**src/rtl/norm_left_shift_seq.sv**
```systemverilog
// Sequential mantissa normalizer: shifts an unnormalized mantissa left up to
// 8 bit positions per cycle. The exponent is decremented to match but never drops below 1.
module norm_left_shift_seq #(
  parameter int MANT_W = 24,
  parameter int EXP_W  = 8
) (
  input  logic              clk,
  input  logic              rst,
  input  logic              in_valid,
  output logic              in_ready,
  input  logic [MANT_W-1:0] in_mant,
  input  logic [EXP_W-1:0]  in_exp,
  output logic              out_valid,
  input  logic              out_ready,
  output logic [MANT_W-1:0] out_mant,
  output logic [EXP_W-1:0]  out_exp,
  output logic              out_zero,
  output logic              out_subnormal
);

  // state | meaning
  // IDLE  | waiting for an operand; in_ready high
  // SHIFT | working registers m/e being normalized, one rule per cycle
  // DONE  | result registered; out_valid high until out_ready
  typedef enum logic [1:0] {IDLE, SHIFT, DONE} state_t;

  localparam int MSB = MANT_W - 1;

  state_t             state_q, state_d;
  logic [MANT_W-1:0]  m_q, m_d;
  logic [EXP_W-1:0]   e_q, e_d;
  logic [MANT_W-1:0]  out_mant_q, out_mant_d;
  logic [EXP_W-1:0]   out_exp_q, out_exp_d;
  logic               zero_q, zero_d;
  logic               sub_q, sub_d;

  logic [7:0]         top_byte;
  logic [3:0]         k;
  logic [EXP_W-1:0]   k_ext;
  logic [EXP_W-1:0]   e_m1;
  logic [EXP_W-1:0]   s;

  assign top_byte = m_q[MSB -: 8];

  // Leading-zero count of the top byte; the highest set bit wins, 8 when empty.
  always_comb begin
    k = 4'd8;
    for (int i = 0; i < 8; i++) begin
      if (top_byte[i]) k = 4'(7 - i);
    end
  end

  // Only used when e_q >= 2, so e_m1 >= 1 and s >= 1 always makes progress.
  assign k_ext = EXP_W'(k);
  assign e_m1  = e_q - EXP_W'(1);
  assign s     = (e_m1 < k_ext) ? e_m1 : k_ext;

  always_ff @(posedge clk or posedge rst) begin
    if (rst) begin
      state_q    <= IDLE;
      m_q        <= '0;
      e_q        <= '0;
      out_mant_q <= '0;
      out_exp_q  <= '0;
      zero_q     <= 1'b0;
      sub_q      <= 1'b0;
    end else begin
      state_q    <= state_d;
      m_q        <= m_d;
      e_q        <= e_d;
      out_mant_q <= out_mant_d;
      out_exp_q  <= out_exp_d;
      zero_q     <= zero_d;
      sub_q      <= sub_d;
    end
  end

  always_comb begin
    state_d    = state_q;
    m_d        = m_q;
    e_d        = e_q;
    out_mant_d = out_mant_q;
    out_exp_d  = out_exp_q;
    zero_d     = zero_q;
    sub_d      = sub_q;
    case (state_q)
      IDLE: begin
        if (in_valid) begin
          m_d     = in_mant;
          e_d     = in_exp;
          state_d = SHIFT;
        end
      end
      SHIFT: begin
        if (m_q == '0) begin
          out_mant_d = '0;
          out_exp_d  = '0;
          zero_d     = 1'b1;
          sub_d      = 1'b0;
          state_d    = DONE;
        end else if (m_q[MSB]) begin
          out_mant_d = m_q;
          out_exp_d  = e_q;
          zero_d     = 1'b0;
          sub_d      = 1'b0;
          state_d    = DONE;
        end else if (e_q <= EXP_W'(1)) begin
          out_mant_d = m_q;
          out_exp_d  = '0;
          zero_d     = 1'b0;
          sub_d      = 1'b1;
          state_d    = DONE;
        end else begin
          m_d = m_q << s;
          e_d = e_q - s;
        end
      end
      DONE: begin
        if (out_ready) state_d = IDLE;
      end
      default: state_d = IDLE;
    endcase
  end

  assign in_ready      = (state_q == IDLE) && !rst;
  assign out_valid     = (state_q == DONE);
  assign out_mant      = out_mant_q;
  assign out_exp       = out_exp_q;
  assign out_zero      = zero_q;
  assign out_subnormal = sub_q;

endmodule

```
**config.mk**
```make
export PLATFORM = sky130hd
export DESIGN_NAME = norm_left_shift_seq
export DESIGN_NICKNAME = d
export VERILOG_FILES = /design/src/rtl/norm_left_shift_seq.sv
export SDC_FILE = /design/constraint.sdc
export NUM_CORES = 1
export LEC_CHECK = 0
export ABC_AREA = 0
export ABC_CLOCK_PERIOD_IN_PS = 8200
export BUFFER_PORTS_ARGS = -buffer_cell sky130_fd_sc_hd__buf_2
export CAP_MARGIN = 20
export CORE_ASPECT_RATIO = 1.4
export CORE_MARGIN = 10
export CORE_UTILIZATION = 55
export DETAILED_ROUTE_END_ITERATION = 10
export PLACE_DENSITY = 0.78
export SYNTH_ARGS = -nofsm -noshare
export SYNTH_HDL_FRONTEND = slang
export SYNTH_SLANG_ARGS = --single-unit
```
**constraint.sdc**
```tcl
create_clock -name clk -period 8.2 [get_ports clk]
set_clock_uncertainty 0.15 [all_clocks]
set_input_delay 1.23 -clock clk [delete_from_list [all_inputs] [get_ports clk]]
set_output_delay 1.23 -clock clk [all_outputs]
set_load 0.03 [all_outputs]
```
==> flow_summary.ini <==
[run]
maxCapViolations = 0

[grt]
antenna_found_initial = 0
grt_pass1_wl_um = 22760
grt_overflow = 0
grtUsageTotal_pct = 23.69
grt_start_max_net_pins = 69
grt_pass1_vias = 4401

[floorplan]
core_um2 = 8100
rows = 39
initial_core_util_pct = 55.65
dieArea_um2 = 12270
fp.dieH_um = 127.1
fp.dieW_um = 96.52
io_pins = 72

[worst_setup_path]
cp_max_fo = 16
endpoint = e_q[6]
worstSetupEndpointType = flop
cp.arrival_ns = 5.38
rr_worst_depth = 19
startpoint = m_q[16]
ff2ff_setup_slack_ns = 2.87
cp_top_family = simple AND/OR/NAND/NOR gates
startpoint_type = flop
critPathBufInv = 2
cp_slowest_stage_delay_ns = 0.58
cp_slowest_cell = nor3_4
r2r_end = e_q[6]
cpMostUsedCell = nand2_1
timing.rr.start = m_q[16]
cp_num_cells = 19
crit_required_ns = 8.25
worstPathCellList = nor4_1 > nand2_1 > ha_1 > nand3_1 > o2111ai_2 > nor3_4 > nand2_1 > o21ai_1 > buf_4 > clkinv_1 > ha_1 > nor2b_1 > o21a_1 > nor2_1 > a31oi_1 > nor3_1 > o21ai_0 > nand2_1 > o21ai_0
crit_type = reg -> reg

[cts]
cts_setup_buffers = 0
numCtsBuffers = 9
root_buffer = clkbuf_16
clk_latency_ns = 0.34
path_clk_slew_ns = 0.06
ctsHoldBuffers = 0
cts_max_level = 3
cts_buffer_depth = 2
cts-resized-gates = 0
cts_sinks = 68
cts_tree = done

[placed_design]
portBuffers = 71
hpwl_um = 10270
dp_cells = 616
gp_congestion = 0.9298

[detailed_routing]
drtIter0Drc = 268
wl_um = 14050
wl_per_cell_um = 22.22
drc_errors = 0
first_pass_iters = 6
ant_nets = 0
vias_per_cell = 6.600
vias = 4171

[cells_and_area]
syn_to_final_growth_pct = 14.79
antenna_cells = 0
drive_gt1_share_pct = 25.47
final_cells = 632
layout_commonest_cell = buf_2
nets = 571
final_cell_mix = 71 x buf_2, 68 x dfrtp_1, 46 x nor2_1

[synth]
synth_xor_area_share_pct = 0.7771
async_flop_share_pct = 100.0
synth_top_family_by_area = compound AO/OA/AOI/OAI gates
synth_edf_count = 0
synth_flop_cell = dfrtp_1
syn_nets = 514
synth_cell_types = 69
synth_simple_gate_area_share_pct = 14.24
ys_ff_latch = 68
synth-adder-area-share_pct = 2.942
synthesis.area_um2 = 4508
synth-compound-area-share_pct = 22.26
synth-seq-area-share_pct = 37.75
syn_area_per_cell_um2 = 9.633
synthMuxAreaShare_pct = 17.32
synth_warnings = 0
syn_inst = 468

[timing]
hold_viol = 0
clock.fmax_mhz = 187.6
worstMarginPinSlew_ns = 0.8571
period_minus_slack_ns = 5.331
rsz0062_at_grt = no
slew_headroom_pct = 42.86
finalCritPeriodShare_pct = 65.01
slew_violations = 0
finalSetupViolations = 0
setup_tns_ns = 0

[hold_path]
min_from = out_mant[20]
worstHoldPathType = reg -> reg

[run_status]
status = finished clean
[how the worst min path moves through the flow]
stage / slack [ns] / cells after the start / to
after floorplan: 0.36 / 1 / out_exp[7]
after CTS: 0.34 / 2 / out_mant[22]
after detailed placement: 0.32 / 2 / out_mant[22]
after global routing: 0.36 / 1 / out_mant[19]
after global placement: 0.31 / 1 / out_mant[23]
final: 0.33 / 2 / out_mant[20]
[worst register-to-register path, delay by kind of cell, from the launching register on]
family                     cells  cell delay [ns]
AOI/OAI and AO/OA              6             0.75
adders and majority gates      2             0.84
buffers and inverters          2             0.73
DFF                            1             0.45
and+or+nand+nor                9             2.27
[Yosys cell counts, drive strengths merged (4+ instances only)]
master | n | share of area (%)
clkbuf | 19 | 1.6
a221oi | 11 | 2.3
mux2 | 26 | 6.5
a21oi | 29 | 3.4
nand2 | 22 | 1.8
dfrtp | 68 | 38
a211oi | 9 | 1.5
mux2i | 43 | 9.8
nand2b | 5 | 0.69
o21ai | 22 | 2.4
nor2 | 46 | 3.8
or3 | 4 | 0.56
ha | 9 | 2.5
or2 | 5 | 0.69
nor2b | 4 | 0.56
nor3 | 11 | 1.8
and3 | 9 | 1.2
nor4 | 9 | 1.2
a221o | 4 | 0.89
nand3 | 5 | 0.56
inv | 13 | 1.1
o22ai | 13 | 1.8
a22o | 9 | 1.7
buf | 12 | 1.8
a22oi | 4 | 0.67
[layer usage]
| layer | global-route usage (%) | part of all wire, % | vias up |
|---|---|---|---|
| met1 | 26.87 | 38 | 2026 |
| met5 | 0 | 0 | - |
| met3 | 5.451 | 6.7 | 64 |
| met4 | 13.89 | 5.0 | 0 |
| li1 | - | - | 1891 |
| met2 | 39.12 | 51 | 190 |
[metrics by stage]
| step | instance area, um^2 | setup WS [ns] | util, % | hold WS [ns] |
|---|---|---|---|---|
| floorplan | 4508 | 3.895 | - | 0.3550 |
| global placement | 4882 | 3.120 | 60.27 | 0.3051 |
| detailed placement | 4882 | 3.001 | 60.27 | 0.3236 |
| CTS | 5175 | 2.976 | 63.89 | 0.3359 |
| global route | 5175 | 2.326 | 63.89 | 0.3641 |
| finish | 5175 | 2.869 | 63.89 | 0.3298 |
[logic make-up (layout without fill, tap and decap cells)]
logic type               after synthesis  in the layout
buffers and inverters                 46            108
XOR/XNOR                               4              4
AND/OR/NAND/NOR                      128            128
adder cells (fa/ha/maj)               10             10
multiplexers                          71             71
AO/OA/AOI/OAI                        141            141
flip-flops                            68             68
[final cells by class]
type | instances | area (um^2)
timing repair buffer | 77 | 400.4
multi-input combinational | 354 | 2594
clock buffer | 10 | 229.0
inverter | 15 | 58.81
clock inverter | 6 | 63.81
fill | 703 | 2925
tap | 102 | 127.6
sequential | 68 | 1702
[flip-flops by register name, indices dropped and copies added (netlist names)]
signal         cells
m_q               24
out_zero           1
state_q            2
e_q                8
out_exp            8
out_subnormal      1
out_mant          24
Power is not shown: default switching activity piles up to over one toggle a cycle in this logic, so the estimate is an artifact.
